$ cat config.mk
export PLATFORM = sky130hd
export DESIGN_NAME = arith_unit_pipe_flat
export DESIGN_NICKNAME = d
export VERILOG_FILES = /design/src/rtl/arith_unit_pipe_pkg.sv /design/src/rtl/arith_unit_pipe_if.sv /design/src/rtl/arith_unit_pipe_addsub_core.sv /design/src/rtl/arith_unit_pipe.sv /design/src/flat_wrapper.sv
export SDC_FILE = /design/constraint.sdc
export NUM_CORES = 1
export LEC_CHECK = 0
export ABC_AREA = 1
export BUFFER_PORTS_ARGS = -buffer_cell sky130_fd_sc_hd__buf_4
export CAP_MARGIN = 40
export CORE_MARGIN = 2
export CORE_UTILIZATION = 49
export CTS_BUF_LIST = sky130_fd_sc_hd__clkbuf_8
export DETAILED_ROUTE_END_ITERATION = 8
export GPL_TIMING_DRIVEN = 0
export PLACE_DENSITY = 0.75
export SKIP_LAST_GASP = 1
export SLEW_MARGIN = 20
export SYNTH_ARGS = -nofsm -noshare
export SYNTH_HDL_FRONTEND = slang
export SYNTH_SLANG_ARGS = --single-unit
$ cat constraint.sdc
create_clock -name clk -period 4 [get_ports clk]
set_input_delay 0.2 -clock clk [delete_from_list [all_inputs] [get_ports clk]]
set_output_delay 0.2 -clock clk [all_outputs]
set_load 0.1 [all_outputs]
$ cat src/rtl/arith_unit_pipe_pkg.sv
// arith_pkg: op encodings and status flag bundle shared by the arith_unit_pipe slice
package arith_pkg;
  typedef enum logic [1:0] {
    OP_INC = 2'b00,
    OP_ADD = 2'b01,
    OP_SUB = 2'b10,
    OP_DEC = 2'b11
  } op_e;
  typedef struct packed {
    logic zero;
    logic neg;
    logic ovf;
  } flags_t;
endpackage

$ cat src/rtl/arith_unit_pipe_if.sv
// arith_unit_pipe_if: request/result handshake bundle between operand source and result consumer
interface arith_unit_pipe_if #(parameter int WIDTH = 8);
  logic             in_valid;
  logic             in_ready;
  logic [1:0]       sel;
  logic             cin;
  logic             acc_src;
  logic [WIDTH-1:0] x;
  logic [WIDTH-1:0] y;
  logic             out_valid;
  logic             out_ready;
  logic [WIDTH-1:0] f;
  logic             cout;
  logic             zero;
  logic             neg;
  logic             ovf;
  logic [WIDTH-1:0] acc;
  modport slave (
    input  in_valid, sel, cin, acc_src, x, y, out_ready,
    output in_ready, out_valid, f, cout, zero, neg, ovf, acc
  );
  modport master (
    output in_valid, sel, cin, acc_src, x, y, out_ready,
    input  in_ready, out_valid, f, cout, zero, neg, ovf, acc
  );
endinterface

$ cat src/rtl/arith_unit_pipe_addsub_core.sv
// addsub_core: combinational ripple-carry a+b+c with carry-out and signed overflow
module addsub_core #(parameter int WIDTH = 8) (
  input  logic [WIDTH-1:0] a,
  input  logic [WIDTH-1:0] b,
  input  logic             c,
  output logic [WIDTH-1:0] sum,
  output logic             cout,
  output logic             ovf
);
  logic [WIDTH:0] cy;
  assign cy[0] = c;
  for (genvar i = 0; i < WIDTH; i++) begin : g_fa
    assign sum[i]  = a[i] ^ b[i] ^ cy[i];
    assign cy[i+1] = (a[i] & b[i]) | (cy[i] & (a[i] ^ b[i]));
  end
  assign cout = cy[WIDTH];
  assign ovf  = (a[WIDTH-1] == b[WIDTH-1]) && (sum[WIDTH-1] != a[WIDTH-1]);
endmodule

$ cat src/rtl/arith_unit_pipe.sv
// arith_unit_pipe: two-stage inc/add/sub/dec unit with accumulator and valid/ready handshake
// Define ARITH_SAT_EN to clamp overflowing results (and acc) instead of wrapping.
module arith_unit_pipe
  import arith_pkg::*;
#(
  parameter int WIDTH = 8
) (
  input logic              clk,
  input logic              rst_n,
  arith_unit_pipe_if.slave bus
);
  logic             s1_valid_q, s1_valid_d;
  op_e              s1_sel_q, s1_sel_d;
  logic             s1_cin_q, s1_cin_d;
  logic             s1_acc_src_q, s1_acc_src_d;
  logic [WIDTH-1:0] s1_x_q, s1_x_d;
  logic [WIDTH-1:0] s1_y_q, s1_y_d;
  logic             out_valid_q, out_valid_d;
  logic [WIDTH-1:0] f_q, f_d;
  logic             cout_q, cout_d;
  flags_t           flags_q, flags_d;
  logic [WIDTH-1:0] acc_q, acc_d;
  logic             s2_adv, in_ready, accept, fire;
  logic [WIDTH-1:0] a, b, sum, res;
  logic             c, co, ov;
  flags_t           res_flags;
  addsub_core #(.WIDTH(WIDTH)) u_core (
    .a    (a),
    .b    (b),
    .c    (c),
    .sum  (sum),
    .cout (co),
    .ovf  (ov)
  );
  always_comb begin
    s2_adv    = !out_valid_q || bus.out_ready;
    in_ready  = rst_n && (!s1_valid_q || s2_adv);
    accept    = bus.in_valid && in_ready;
    fire      = s1_valid_q && s2_adv;
    // acc is read here, at compute time, so chained acc_src ops need no bubble
    a         = s1_acc_src_q ? acc_q : s1_x_q;
    b         = s1_sel_q == OP_INC ? '0 :
                s1_sel_q == OP_ADD ? s1_y_q :
                s1_sel_q == OP_SUB ? ~s1_y_q : '1;
    c         = s1_sel_q == OP_SUB ? ~s1_cin_q : s1_cin_q;
`ifdef ARITH_SAT_EN
    res       = !ov ? sum : a[WIDTH-1] ? {1'b1, {(WIDTH-1){1'b0}}} : {1'b0, {(WIDTH-1){1'b1}}};
`else
    res       = sum;
`endif
    res_flags = '{zero: res == '0, neg: res[WIDTH-1], ovf: ov};
    s1_valid_d   = accept || (s1_valid_q && !s2_adv);
    s1_sel_d     = accept ? op_e'(bus.sel) : s1_sel_q;
    s1_cin_d     = accept ? bus.cin : s1_cin_q;
    s1_acc_src_d = accept ? bus.acc_src : s1_acc_src_q;
    s1_x_d       = accept ? bus.x : s1_x_q;
    s1_y_d       = accept ? bus.y : s1_y_q;
    out_valid_d  = s2_adv ? s1_valid_q : out_valid_q;
    f_d          = fire ? res : f_q;
    cout_d       = fire ? co : cout_q;
    flags_d      = fire ? res_flags : flags_q;
    acc_d        = fire ? res : acc_q;
  end
  always_ff @(posedge clk) begin
    if (!rst_n) begin
      s1_valid_q   <= 1'b0;
      s1_sel_q     <= OP_INC;
      s1_cin_q     <= 1'b0;
      s1_acc_src_q <= 1'b0;
      s1_x_q       <= '0;
      s1_y_q       <= '0;
      out_valid_q  <= 1'b0;
      f_q          <= '0;
      cout_q       <= 1'b0;
      flags_q      <= '0;
      acc_q        <= '0;
    end else begin
      s1_valid_q   <= s1_valid_d;
      s1_sel_q     <= s1_sel_d;
      s1_cin_q     <= s1_cin_d;
      s1_acc_src_q <= s1_acc_src_d;
      s1_x_q       <= s1_x_d;
      s1_y_q       <= s1_y_d;
      out_valid_q  <= out_valid_d;
      f_q          <= f_d;
      cout_q       <= cout_d;
      flags_q      <= flags_d;
      acc_q        <= acc_d;
    end
  end
  assign bus.in_ready  = in_ready;
  assign bus.out_valid = out_valid_q;
  assign bus.f         = f_q;
  assign bus.cout      = cout_q;
  assign bus.zero      = flags_q.zero;
  assign bus.neg       = flags_q.neg;
  assign bus.ovf       = flags_q.ovf;
  assign bus.acc       = acc_q;
endmodule

$ cat src/flat_wrapper.sv
// flat-port wrapper written by rule: the top's interface ports become plain ports
module arith_unit_pipe_flat import arith_pkg::*;
#(
  parameter int WIDTH = 8
)
  (clk, rst_n, bus_in_valid, bus_sel, bus_cin, bus_acc_src, bus_x, bus_y, bus_out_ready, bus_in_ready, bus_out_valid, bus_f, bus_cout, bus_zero, bus_neg, bus_ovf, bus_acc);
  arith_unit_pipe_if #(.WIDTH(WIDTH)) bus_i ();
  input logic clk;
  input logic rst_n;
  input wire logic [$bits(bus_i.in_valid)-1:0] bus_in_valid;
  input wire logic [$bits(bus_i.sel)-1:0] bus_sel;
  input wire logic [$bits(bus_i.cin)-1:0] bus_cin;
  input wire logic [$bits(bus_i.acc_src)-1:0] bus_acc_src;
  input wire logic [$bits(bus_i.x)-1:0] bus_x;
  input wire logic [$bits(bus_i.y)-1:0] bus_y;
  input wire logic [$bits(bus_i.out_ready)-1:0] bus_out_ready;
  output wire logic [$bits(bus_i.in_ready)-1:0] bus_in_ready;
  output wire logic [$bits(bus_i.out_valid)-1:0] bus_out_valid;
  output wire logic [$bits(bus_i.f)-1:0] bus_f;
  output wire logic [$bits(bus_i.cout)-1:0] bus_cout;
  output wire logic [$bits(bus_i.zero)-1:0] bus_zero;
  output wire logic [$bits(bus_i.neg)-1:0] bus_neg;
  output wire logic [$bits(bus_i.ovf)-1:0] bus_ovf;
  output wire logic [$bits(bus_i.acc)-1:0] bus_acc;
  assign bus_i.in_valid = bus_in_valid;
  assign bus_i.sel = bus_sel;
  assign bus_i.cin = bus_cin;
  assign bus_i.acc_src = bus_acc_src;
  assign bus_i.x = bus_x;
  assign bus_i.y = bus_y;
  assign bus_i.out_ready = bus_out_ready;
  assign bus_in_ready = bus_i.in_ready;
  assign bus_out_valid = bus_i.out_valid;
  assign bus_f = bus_i.f;
  assign bus_cout = bus_i.cout;
  assign bus_zero = bus_i.zero;
  assign bus_neg = bus_i.neg;
  assign bus_ovf = bus_i.ovf;
  assign bus_acc = bus_i.acc;
  arith_unit_pipe #(.WIDTH(WIDTH)) u_core (.clk(clk), .rst_n(rst_n), .bus(bus_i));
endmodule
## Word level (Yosys, flattened, before mapping)

Index checks and enable logic that the tools add are counted.

| word-level totals | value |
|---|---|
| bits in registers | 34 |
| input bits | 24 |
| output and inout port bits | 22 |
| logic and storage cells | 76 |

| cells by class | value |
|---|---|
| equal/unequal tests | 4 |
| mux-type cells | 5 |
| bitwise logic cells | 42 |
| reductions and logical operators | 13 |

Operators with widths:

| kind | number |
|---|---|
| two-way mux 8 bit | 4 |
| bitwise AND 1 bit | 16 |
| XOR 1 bit | 16 |
| logical NOT 8 bit | 1 |
| NOT 8 bit | 1 |
| bitwise OR 1 bit | 8 |
| logical AND 1 bit | 5 |
| logical NOT 1 bit | 3 |
| logical OR 1 bit | 3 |
| equality test 2 x 1 -> 1 bit (second input constant) | 1 |
| equality test 2 bit (second input constant) | 1 |
| logical NOT 2 bit | 1 |
| equality test 1 bit | 1 |
| two-way mux 1 bit | 1 |
| != test 1 bit | 1 |
| NOT 1 bit | 1 |

## Longest topological paths before layout

Gate-level depths: netlist of run 1.

| depth | value |
|---|---|
| depth after elaboration | 22 |
| gate-level depth with buffers | 20 |
| depth with buffers taken out | 20 |

## By module

From an unflattened synthesis of run 1, not the netlist that was laid out.

| unflattened totals | value |
|---|---|
| cell total of the unflattened synthesis | 216 |
| area, all modules | 1721.7 um2 |

By module, submodules not included:

| module | instances | cells each | area each (um2) |
|---|---|---|---|
| arith_unit_pipe | 1 | 192 | 1492.7 |
| addsub_core | 1 | 24 | 229.0 |

## Least setup slack after synthesis of run 1

No wires, ideal clock.

| timing | value |
|---|---|
| path type | reg2reg |
| start point | register, netlist name u_core.bus.f[0] |
| end point | register u_core.flags_q (netlist bit u_core.bus.ovf) |
| library setup time | 0.122 ns |
| data arrival time | 4.077 ns |
| required time | 3.878 ns |
| slack | -0.199 ns |
| stages on the path, launching flop included | 18 |
| buffers on the path | 0 |
| clock period less this slack | 4.199 ns |
| path through | dfxtp_1 > mux2i_1 > fa_1 > inv_1 > fa_1 > fa_1 > fa_1 > inv_1 > fa_1 > inv_1 > fa_1 > fa_1 > inv_1 > fa_1 > inv_1 > nand3_1 > nand3_1 > a21oi_1 |

RTL lines:

| element | line | text |
|---|---|---|
| to (signal assigned) | arith_unit_pipe.sv:87 | `flags_q <= flags_d;` |
| to (decl) | arith_unit_pipe.sv:21 | `flags_t flags_q, flags_d;` |

## Worst setup path after layout of run 1

| timing | value |
|---|---|
| start point | register u_core.s1_sel_q[0] |
| end point | register u_core.flags_q (netlist bit u_core.bus.ovf) |

| between the ends | value |
|---|---|
| word-level cells in the longest chain between the ends | 22 |

Ends and longest elaborated chain:

| element | line | text |
|---|---|---|
| from (decl) | arith_unit_pipe.sv:13 | `op_e s1_sel_q, s1_sel_d;` |
| from (signal assigned) | arith_unit_pipe.sv:79 | `s1_sel_q <= s1_sel_d;` |
| equality test 2 bit | arith_unit_pipe.sv:44, arith_unit_pipe.sv:45 |  |
| two-way mux 8 bit | arith_unit_pipe.sv:44 | `s1_sel_q == OP_SUB ? ~s1_y_q : '1;` |
| two-way mux 8 bit | arith_unit_pipe.sv:43 | `s1_sel_q == OP_ADD ? s1_y_q :` |
| two-way mux 8 bit | arith_unit_pipe.sv:42 | `b = s1_sel_q == OP_INC ? '0 :` |
| XOR 1 bit | arith_unit_pipe_addsub_core.sv:14 | `assign cy[i+1] = (a[i] & b[i]) \| (cy[i] & (a[i] ^ b[i]));` |
| bitwise AND 1 bit | arith_unit_pipe_addsub_core.sv:14 |  |
| bitwise OR 1 bit | arith_unit_pipe_addsub_core.sv:14 |  |
| bitwise AND 1 bit | arith_unit_pipe_addsub_core.sv:14 |  |
| [... 6 more ...] | -- |  |
| bitwise OR 1 bit | arith_unit_pipe_addsub_core.sv:14 |  |
| bitwise AND 1 bit | arith_unit_pipe_addsub_core.sv:14 |  |
| bitwise OR 1 bit | arith_unit_pipe_addsub_core.sv:14 |  |
| bitwise AND 1 bit | arith_unit_pipe_addsub_core.sv:14 |  |
| bitwise OR 1 bit | arith_unit_pipe_addsub_core.sv:14 |  |
| XOR 1 bit | arith_unit_pipe_addsub_core.sv:13 | `assign sum[i] = a[i] ^ b[i] ^ cy[i];` |
| != test 1 bit | arith_unit_pipe_addsub_core.sv:17 | `assign ovf = (a[WIDTH-1] == b[WIDTH-1]) && (sum[WIDTH-1] != a[WIDTH-1]);` |
| logical AND 1 bit * | arith_unit_pipe_addsub_core.sv:17 |  |

Mark *: on every way between the ends. The rest lies on a longest branch, timed or not.
A chain may end at the register's enable or synchronous reset.

==> results.sh, run 1 <==
export IMPL_status="finished clean"
export IMPL_die_w_um=63.4
export IMPL_post_route_period_util_pct=98.8
export IMPL_start_util_pct=51.4
export IMPL_tightest_slew_ns=0.428
export IMPL_root_buffer="clkbuf_8"
export IMPL_port_buffers=45
export IMPL_clock_fmax_ghz=0.253
export IMPL_grt_pass1_wl_um=6310
export IMPL_combPwrFrac_pct=27.8
export IMPL_grtUsageTotal_pct=20.0
export IMPL_fin_ws_ns=0.0467
export IMPL_antenna_found_initial=0
export IMPL_pwr_share_seq_pct=38.3
export IMPL_finClkSkew_ns=0.00279
export IMPL_place_ws_ns=-0.196
export IMPL_hold_viol_final=0
export IMPL_cts_buffers=5
export IMPL_power_per_cell_area_nw_per_um2=416
export IMPL_core_area_um2=3360
export IMPL_firstDrtPassIters=4
export IMPL_syn_inst=224
export IMPL_nets=311
export IMPL_clock_latency_ns=0.29
export IMPL_max_cap_violations=0
export IMPL_antennaDiodeCount=0
export IMPL_min_path_type="in -> reg"
export IMPL_wirelength_um=3620
export IMPL_grt_max_degree=12
export IMPL_cts_clk_slew_worst_paths_ns=0.07
export IMPL_area_growth_pct=34.0
export IMPL_grt_overflow_total=0
export IMPL_end_kind="flip-flop"
export IMPL_grt_pass1_vias=1453
export IMPL_slew_headroom_pct=71.4
export IMPL_ys_seq_area_share_pct=38.2
export IMPL_cp_arrival_ns=4.14
export IMPL_start_kind="flip-flop"
export IMPL_final_area_um2=2320
export IMPL_dpl_cell_area_um2=2120
export IMPL_postSynthAreaPerCell_um2=7.71
export IMPL_htreeDepth=2
export IMPL_power_share_clock_pct=33.9
export IMPL_p_leak_uw=0.00113
export IMPL_irDropWorstVdd_v=0.000253
export IMPL_critPathMaxFanout=4
export IMPL_rsz0062_at_grt="yes"
export IMPL_cts_tree="yes"
export IMPL_clockBufferDepth=2
export IMPL_hold_slack_ns=0.125
export IMPL_drive_gt1_share_pct=35.8
export IMPL_clock_sinks=33
export IMPL_drtIter0Drc=67
export IMPL_p_sw_uw=320
export IMPL_synthDistinctLibCells=22
export IMPL_dieArea_um2=4020
export IMPL_finalSetupViolCount=0
export IMPL_ioPinCount=46
export IMPL_switching_share_pct=33.2
export IMPL_place_hpwl_um=2790
export IMPL_die_h_um=63.4
export IMPL_drv_slew=0
export IMPL_ys_warn_count=0
export IMPL_synth_area_um2=1730
export IMPL_avgRoutedWirePerCell_um=11.1
export IMPL_vias_per_cell=4.78
export IMPL_n_fill_cell=306
export IMPL_gp_congestion=0.825
export IMPL_period_needed_ns=3.95
export IMPL_crit_type="reg -> reg"
export IMPL_vias=1555
export IMPL_ys_seq_elements=33
export IMPL_internal_power_uw=644
export IMPL_drtAntennaViolNets=0
export IMPL_synth_nets=257
export IMPL_rows=21
export IMPL_critPathRequiredTime_ns=4.19
export IMPL_holdBufCountCts=0
export IMPL_drcViolationCount=0
==> cell usage after synthesis (all sizes together) <==
master / count / area [um^2]
dfxtp: 33 / 661
mux2i: 2 / 20.0
fa: 8 / 160
a21oi: 9 / 52.6
nand2: 55 / 209
nor2: 13 / 48.8
ha: 1 / 12.5
nor3: 1 / 10.0
xnor2: 1 / 8.76
inv: 18 / 67.6
clkbuf: 1 / 3.75
buf: 19 / 145
nand3: 46 / 240
o21ai: 17 / 88.8
==> area by class of cell <==
| class | count | area, um^2 | share of cell area, % |
|---|---|---|---|
| repair buffers | 48 | 360 | 15.6 |
| multi-input cells | 153 | 896 | 38.7 |
| clock inverters | 2 | 37.5 | 1.62 |
| flip-flops and latches | 33 | 671 | 29.0 |
| well taps | 46 | 57.6 | 2.49 |
| inverters | 18 | 70.1 | 3.03 |
| clock buffers | 6 | 82.6 | 3.57 |
| plain buffers | 19 | 141 | 6.10 |
==> power groups by stage <==
stage	clock [uW]	sequential (uW)	combinational [uW]
2_1_floorplan	0	418	152
3_3_place_gp	0	375	255
3_5_place_dp	0	376	257
4_1_cts	336	369	262
5_1_grt	349	373	292
6_report	327	370	268
==> through the flow <==
stage	total power, uW	std cells	util, %	TNS (ns)
4_1_cts	967	324	67.6	0
2_1_floorplan	569	224	-	0
3_3_place_gp	630	315	63.2	-0.306
5_1_grt	1020	325	68.9	-0.202
6_report	964	325	68.9	0
3_5_place_dp	633	315	63.2	-0.535
==> metal layers <==
| layer | vias up | part of all wire (%) | GRT usage (%) |
|---|---|---|---|
| li1 | 823 | - | - |
| met1 | 671 | 44 | 24.8 |
| met2 | 51 | 47 | 32.6 |
| met3 | 10 | 6.5 | 6.25 |
| met4 | 0 | 2.4 | 7.61 |
| met5 | - | 0 | 0 |
==> layout by cell type, fill, tap and decap left out, types with 2 or more instances in the layout <==
cell	instances
a21oi_1	7
buf_6	4
a21oi_2	2
buf_2	2
nor2_1	13
fa_2	7
nand3_2	2
dfxtp_4	2
nand3_1	44
buf_4	58
dfxtp_2	2
o21ai_0	15
nand2_1	53
clkbuf_8	6
inv_1	11
dfxtp_1	29
inv_2	6
buf_1	2
==> sequential cells by signal, summed over array words and instances, names as in the netlist <==
signal                count
u_core.s1_x_q             8
u_core.s1_y_q             8
u_core.bus.f              7
u_core.s1_sel_q           2
u_core.bus.cout           1
u_core.bus.neg            1
u_core.bus.out_valid      1
u_core.bus.ovf            1
u_core.bus.zero           1
u_core.s1_acc_src_q       1
u_core.s1_cin_q           1
u_core.s1_valid_q         1
==> logic make-up (layout without fill, tap and decap cells) <==
logic type      Yosys count  count (layout)  share of synthesized area [%]
flops                    33              33                           38.2
buf+inv                  38              93                           12.5
compound gates           26              26                           8.18
fa+ha+maj                 9               9                           9.99
xor+xnor                  1               1                          0.507
simple gates            115             115                           29.4
mux                       2               2                           1.16
==> critical path: stages, from the launching register on <==
cell	delay, ns
dfxtp_4	0.35
inv_4	0.07
nand2_4	0.05
xnor2_2	0.12
inv_1	0.09
fa_2	0.21
inv_2	0.04
fa_2	0.34
fa_2	0.41
fa_2	0.34
inv_2	0.06
fa_2	0.18
inv_2	0.04
fa_2	0.34
fa_2	0.40
inv_2	0.07
fa_1	0.45
inv_1	0.09
nand3_1	0.07
nand3_1	0.07
a21oi_1	0.06
==> what timing repair did <==
action / 4_1_cts / 5_1_grt
endpoints found under the setup margin: 3 / 3
resized for setup: 8 / 17
pin swaps: 1 / 5
buffers inserted: 1 / 2
endpoints found under the hold margin: 0 / 0
==> path summary, 6_finish.rpt <==
check	slack, ns	cells after the start	endpoint	startpoint
hold reg to reg	0.46	2	u_core.s1_x_q[1]$_SDFFE_PN0P_	u_core.s1_x_q[1]$_SDFFE_PN0P_
hold / removal	0.13	3	u_core.s1_sel_q[1]$_SDFFE_PN0P_	bus_sel[1]
setup reg to reg	0.05	20	u_core.bus.ovf$_SDFFE_PN0P_	u_core.s1_sel_q[0]$_SDFFE_PN0P_
setup / recovery	0.05	20	u_core.bus.ovf$_SDFFE_PN0P_	u_core.s1_sel_q[0]$_SDFFE_PN0P_
No activity file was read; power rests on OpenSTA's default activity.
==> inputs of run 2 (changes only) <==
Settings changed: BUFFER_PORTS_ARGS -buffer_cell sky130_fd_sc_hd__buf_4 to -buffer_cell sky130_fd_sc_hd__buf_2.
Clock period 4 ns to 3.4 ns, I/O delays scaled along.
==> results.sh, run 2 (synthesis results as in run 1) <==
export IMPL_drcViolationCount=0
export IMPL_clock_fmax_ghz=0.262
export IMPL_critPathRequiredTime_ns=3.58
export IMPL_cts_buffers=5
export IMPL_dpl_cell_area_um2=2040
export IMPL_cp_endpoint="u_core.bus.zero$_SDFFE_PN0P_"
export IMPL_rsz0062_at_grt="yes"
export IMPL_grt_overflow_total=0
export IMPL_avgRoutedWirePerCell_um=11.0
export IMPL_violations="setup timing"
export IMPL_layout_common_cells="nand2_1 (53), buf_2 (47), nand3_1 (44)"
export IMPL_min_path_type="in -> reg"
export IMPL_crit_path_cell_trace="buf_6 > mux2i_2 > fa_2 > inv_2 > fa_2 > fa_2 > fa_2 > inv_2 > fa_2 > inv_2 > fa_2 > fa_2 > inv_2 > fa_1 > nand3_1 > nor2_1 > nand2_1 > a21oi_2"
export IMPL_cts_clk_slew_worst_paths_ns=0.07
export IMPL_tightest_slew_ns=0.485
export IMPL_firstDrtPassIters=5
export IMPL_drtIter0Drc=128
export IMPL_nets=312
export IMPL_wirelength_um=3590
export IMPL_cp_arrival_ns=4.00
export IMPL_area_growth_pct=25.4
export IMPL_final_area_um2=2170
export IMPL_grtUsageTotal_pct=19.7
export IMPL_p_total_uw=1020
export IMPL_antenna_found_initial=0
export IMPL_end_kind="flip-flop"
export IMPL_p_leak_uw=0.00109
export IMPL_vias_per_cell=4.89
export IMPL_gp_congestion=0.838
export IMPL_period_needed_ns=3.82
export IMPL_fin_ws_ns=-0.418
export IMPL_irDropWorstVdd_v=0.000276
export IMPL_htreeDepth=2
export IMPL_finClkSkew_ns=0.00673
export IMPL_r2r_slack_ns=-0.42
export IMPL_crit_type="reg -> reg"
export IMPL_die_w_um=63.4
export IMPL_critPathMaxStageDelay_ns=0.42
export IMPL_slew_headroom_pct=67.9
export IMPL_rr_worst_depth=18
export IMPL_clockBufferDepth=2
export IMPL_crit_buf_inv=5
export IMPL_antennaDiodeCount=0
export IMPL_max_cap_violations=0
export IMPL_die_h_um=63.4
export IMPL_power_per_cell_area_nw_per_um2=471
export IMPL_status="finished, violations left"
export IMPL_drv_slew=0
export IMPL_vias=1594
export IMPL_critPathMaxFanout=3
export IMPL_critPathLaunch="u_core.s1_acc_src_q$_SDFFE_PN0P_"
export IMPL_layout_commonest_cell="nand2_1"
export IMPL_regToRegEndpoint="u_core.bus.zero$_SDFFE_PN0P_"
export IMPL_final_cells=326
export IMPL_drtAntennaViolNets=0
export IMPL_cts_tree="yes"
export IMPL_drive_gt1_share_pct=36.4
export IMPL_cp_top_family="adder cells"
export IMPL_start_util_pct=51.4
export IMPL_rr_startpoint="u_core.s1_acc_src_q$_SDFFE_PN0P_"
export IMPL_dieArea_um2=4020
export IMPL_clock_latency_ns=0.29
export IMPL_crit_slowest_cell="fa_1"
export IMPL_post_route_period_util_pct=112
export IMPL_start_kind="flip-flop"
export IMPL_hold_viol_final=0
export IMPL_grt_max_degree=12
export IMPL_cpMostUsedCell="fa_2"
export IMPL_grt_pass1_vias=1433
export IMPL_hold_slack_ns=0.0945
export IMPL_finalSetupViolCount=3
export IMPL_clock_sinks=33
export IMPL_core_area_um2=3360
export IMPL_ioPinCount=46
export IMPL_root_buffer="clkbuf_8"
export IMPL_crit_cells=18
export IMPL_dpl_cell_count=315
export IMPL_port_buffers=45
export IMPL_grt_pass1_wl_um=6120
export IMPL_place_ws_ns=-0.474
export IMPL_holdBufCountCts=0
export IMPL_rows=21
export IMPL_place_hpwl_um=2760
==> run 2: through the flow <==
stage	TNS, ns	util (%)
5_1_grt	-1.84	64.4
3_5_place_dp	-1.35	60.7
2_1_floorplan	-0.633	-
4_1_cts	-1.20	64.2
6_report	-1.20	64.4
3_3_place_gp	-1.22	60.7
==> run 2: how the worst min path moves through the flow <==
stage               cells past startpoint   startpoint                                to  slack [ns]
floorplan                               2     bus_x[5]     u_core.s1_x_q[5]$_SDFFE_PN0P_        0.30
global placement                        3   bus_sel[0]   u_core.s1_sel_q[0]$_SDFFE_PN0P_        0.39
detailed placement                      3     bus_y[1]     u_core.s1_y_q[1]$_SDFFE_PN0P_        0.40
CTS                                     3     bus_y[1]     u_core.s1_y_q[1]$_SDFFE_PN0P_        0.09
global route                            3      bus_cin      u_core.s1_cin_q$_SDFFE_PN0P_        0.10
finish                                  3  bus_acc_src  u_core.s1_acc_src_q$_SDFFE_PN0P_        0.09
==> run 2: power breakdown <==
| part | internal, uW | switching, uW | total, uW |
|---|---|---|---|
| logic | 90.8 | 208 | 299 |
| clock network | 141 | 150 | 291 |
| registers | 412 | 19.6 | 432 |
==> run 2: final cells by class <==
type	instances	area (um^2)
fill	318	1200
buffer	20	153
clock buffer	5	68.8
tap	46	57.6
inverter	18	70.1
multi-input combinational	153	878
clock inverter	3	17.5
sequential	33	674
timing repair buffer	48	248
==> run 2: worst register-to-register path: stages (launching register included) <==
cell,delay (ns)
dfxtp_2,0.33
buf_6,0.10
mux2i_2,0.21
fa_2,0.23
inv_2,0.04
fa_2,0.33
fa_2,0.35
fa_2,0.36
inv_2,0.07
fa_2,0.19
inv_2,0.04
fa_2,0.34
fa_2,0.35
inv_2,0.06
fa_1,0.42
nand3_1,0.12
nor2_1,0.06
nand2_1,0.08
a21oi_2,0.05
==> run 2: repair_timing <==
action / CTS / global route
buffers inserted: 3 / 0
setup endpoints to repair: 4 / 5
pin swaps: 0 / 1
gates resized for setup: 8 / 2
endpoints found under the hold margin: 0 / 0
==> run 2: layer usage <==
layer / track usage, % / wire length, um / part of all wire, % / vias up
met5: 0 / 0 / 0 / -
met4: 11.1 / 132 / 3.7 / 0
met3: 4.29 / 224 / 6.2 / 13
met2: 32.2 / 1580 / 44 / 61
met1: 24.0 / 1650 / 46 / 693
li1: - / - / - / 827
==> inputs of run 3 (changes only) <==
Settings changed: ABC_AREA 1 to unset.
==> results.sh, run 3 <==
export IMPL_status="finished, violations left"
export IMPL_violations="setup timing"
export IMPL_dieArea_um2=4070
export IMPL_hold_viol_final=0
export IMPL_critPathLaunch="u_core.s1_acc_src_q$_SDFFE_PN0P_"
export IMPL_drtAntennaViolNets=0
export IMPL_area_growth_pct=25.6
export IMPL_postSynthAreaPerCell_um2=9.31
export IMPL_clock_sinks=33
export IMPL_synth_nets=221
export IMPL_grtUsageTotal_pct=19.6
export IMPL_synth_area_leaders="dfxtp_1 (38%), mux2i_1 (15%), fa_1 (9.1%)"
export IMPL_gp_congestion=0.783
export IMPL_start_kind="flip-flop"
export IMPL_core_area_um2=3390
export IMPL_firstDrtPassIters=4
export IMPL_crit_cells=17
export IMPL_die_w_um=63.8
export IMPL_irDropWorstVdd_v=0.000197
export IMPL_fin_ws_ns=-0.486
export IMPL_cts_buffers=5
export IMPL_p_leak_uw=0.00114
export IMPL_synth_most_common_cell="dfxtp_1"
export IMPL_yosysTopAreaCell="dfxtp_1"
export IMPL_crit_type="reg -> reg"
export IMPL_htreeDepth=2
export IMPL_vias_per_cell=4.78
export IMPL_grt_pass1_vias=1322
export IMPL_grt_pass1_wl_um=6110
export IMPL_drcViolationCount=0
export IMPL_synth_ff_type="dfxtp_1"
export IMPL_drive_gt1_share_pct=39.4
export IMPL_dpl_cell_area_um2=2090
export IMPL_cpMostUsedCell="fa_2"
export IMPL_yosysTopAreaCellShare_pct=37.7
export IMPL_clock_latency_ns=0.29
export IMPL_setup_tns_ns=-1.26
export IMPL_rows=21
export IMPL_antenna_found_initial=0
export IMPL_ys_warn_count=0
export IMPL_async_reset_ff_share_pct=0
export IMPL_clockBufferDepth=2
export IMPL_tightest_slew_ns=0.494
export IMPL_nets=274
export IMPL_root_buffer="clkbuf_8"
export IMPL_crit_buf_inv=5
export IMPL_end_kind="flip-flop"
export IMPL_cp_arrival_ns=4.05
export IMPL_synthDistinctLibCells=26
export IMPL_place_hpwl_um=2600
export IMPL_synth_edff_count=0
export IMPL_cts_tree="yes"
export IMPL_crit_slowest_cell="fa_2"
export IMPL_clock_fmax_ghz=0.257
export IMPL_ioPinCount=46
export IMPL_start_util_pct=51.6
export IMPL_cts_clk_slew_worst_paths_ns=0.06
export IMPL_layout_commonest_cell="buf_2"
export IMPL_layout_common_cells="buf_2 (47), dfxtp_1 (29), mux2i_1 (25)"
export IMPL_rr_startpoint="u_core.s1_acc_src_q$_SDFFE_PN0P_"
export IMPL_cp_endpoint="u_core.bus.zero$_SDFFE_PN0P_"
export IMPL_avgRoutedWirePerCell_um=12.1
export IMPL_drtIter0Drc=76
export IMPL_synth_area_um2=1750
export IMPL_post_route_period_util_pct=114
export IMPL_cp_top_family="adder cells"
export IMPL_vias=1371
export IMPL_crit_path_cell_trace="buf_6 > mux2i_4 > fa_2 > inv_2 > fa_2 > fa_2 > fa_2 > inv_2 > fa_2 > inv_2 > fa_2 > fa_2 > inv_2 > fa_2 > and4b_1 > nand4_1 > a21oi_1"
export IMPL_drv_slew=0
export IMPL_max_cap_violations=0
export IMPL_regToRegEndpoint="u_core.bus.zero$_SDFFE_PN0P_"
export IMPL_critPathMaxStageDelay_ns=0.45
export IMPL_ys_seq_area_share_pct=37.7
export IMPL_ys_seq_elements=33
export IMPL_finClkSkew_ns=0.00392
export IMPL_period_needed_ns=3.89
export IMPL_grt_max_degree=11
export IMPL_rr_worst_depth=17
export IMPL_critPathRequiredTime_ns=3.56
export IMPL_port_buffers=45
export IMPL_critPathMaxFanout=4
export IMPL_rsz0062_at_grt="yes"
export IMPL_synth_common_cells="dfxtp_1 (33), mux2i_1 (26), inv_1 (25)"
export IMPL_wirelength_um=3470
export IMPL_final_area_um2=2200
export IMPL_r2r_slack_ns=-0.49
export IMPL_n_fill_cell=285
export IMPL_antennaDiodeCount=0
export IMPL_syn_inst=188
export IMPL_finalSetupViolCount=3
export IMPL_grt_overflow_total=0
export IMPL_die_h_um=63.8
export IMPL_power_per_cell_area_nw_per_um2=494
export IMPL_slew_headroom_pct=67.3
export IMPL_min_path_type="in -> reg"
==> run 3: area by class of cell <==
type                       count  area (um^2)  area share, %
multi-input combinational    107          910           41.4
sequential                    33          673           30.6
timing repair buffer          48          248           11.3
buffer                        18          119           5.41
inverter                      28          105           4.78
clock buffer                   6         82.6           3.76
tap                           46         57.6           2.62
clock inverter                 1         3.75          0.171
==> run 3: worst min-delay path by stage <==
stage                                      endpoint  slack [ns]  cells after the start    startpoint
global route        u_core.s1_sel_q[1]$_SDFFE_PN0P_        0.11                      3    bus_sel[1]
floorplan              u_core.s1_valid_q$_SDFF_PN0_        0.29                      2  bus_in_valid
CTS                   u_core.s1_y_q[5]$_SDFFE_PN0P_         0.1                      3      bus_y[5]
global placement       u_core.s1_valid_q$_SDFF_PN0_        0.40                      3  bus_in_valid
detailed placement    u_core.s1_y_q[5]$_SDFFE_PN0P_        0.41                      3      bus_y[5]
finish              u_core.s1_sel_q[1]$_SDFFE_PN0P_        0.10                      3    bus_sel[1]
==> run 3: logic make-up after synthesis <==
kind of cell	Yosys count	synth area share [%]
compound gates	25	7.93
xor+xnor	2	1.00
fa+ha+maj	9	9.86
buf+inv	48	13.0
flops	33	37.7
mux	36	21.3
simple gates	35	9.15
==> run 3: per-layer routing <==
layer	wire (um)	vias up	part of all wire, %	track usage [%]
met5	0	-	0	0
met4	72	0	2.1	8.70
met3	165	8	4.8	5.63
met2	1640	33	47	31.8
met1	1590	621	46	24.3
li1	-	709	-	-
==> run 3: stage by stage <==
stage	std cells	power [uW]	util, %	hold WS (ns)	setup slack, ns
after floorplan	188	729	-	0.287	-0.443
after global placement	279	791	61.5	0.404	-0.605
after detailed placement	279	795	61.5	0.410	-0.631
after CTS	286	1090	64.6	0.0994	-0.585
after global routing	287	1150	64.9	0.108	-0.618
final	287	1090	64.9	0.101	-0.486
==> run 3: report_power, final <==
| part | switching, uW | internal [uW] |
|---|---|---|
| sequential | 25.2 | 417 |
| combinational | 237 | 114 |
| clock | 136 | 157 |
| total | 398 | 689 |
==> run 3: repair_timing <==
action / CTS / global route
gates cloned: 0 / 0
gates resized for setup: 3 / 6
endpoints found under the setup margin: 5 / 5
setup buffers: 1 / 2
hold buffers: 0 / 0
pin swaps: 6 / 2
==> run 3: worst register-to-register path: stages (launching register included) <==
cell and delay [ns]:
dfxtp_1 0.32, buf_6 0.12, mux2i_4 0.22, fa_2 0.22
inv_2 0.04, fa_2 0.33, fa_2 0.34, fa_2 0.34
inv_2 0.06, fa_2 0.18, inv_2 0.04, fa_2 0.33
fa_2 0.34, inv_2 0.06, fa_2 0.45, and4b_1 0.21
nand4_1 0.09, a21oi_1 0.06
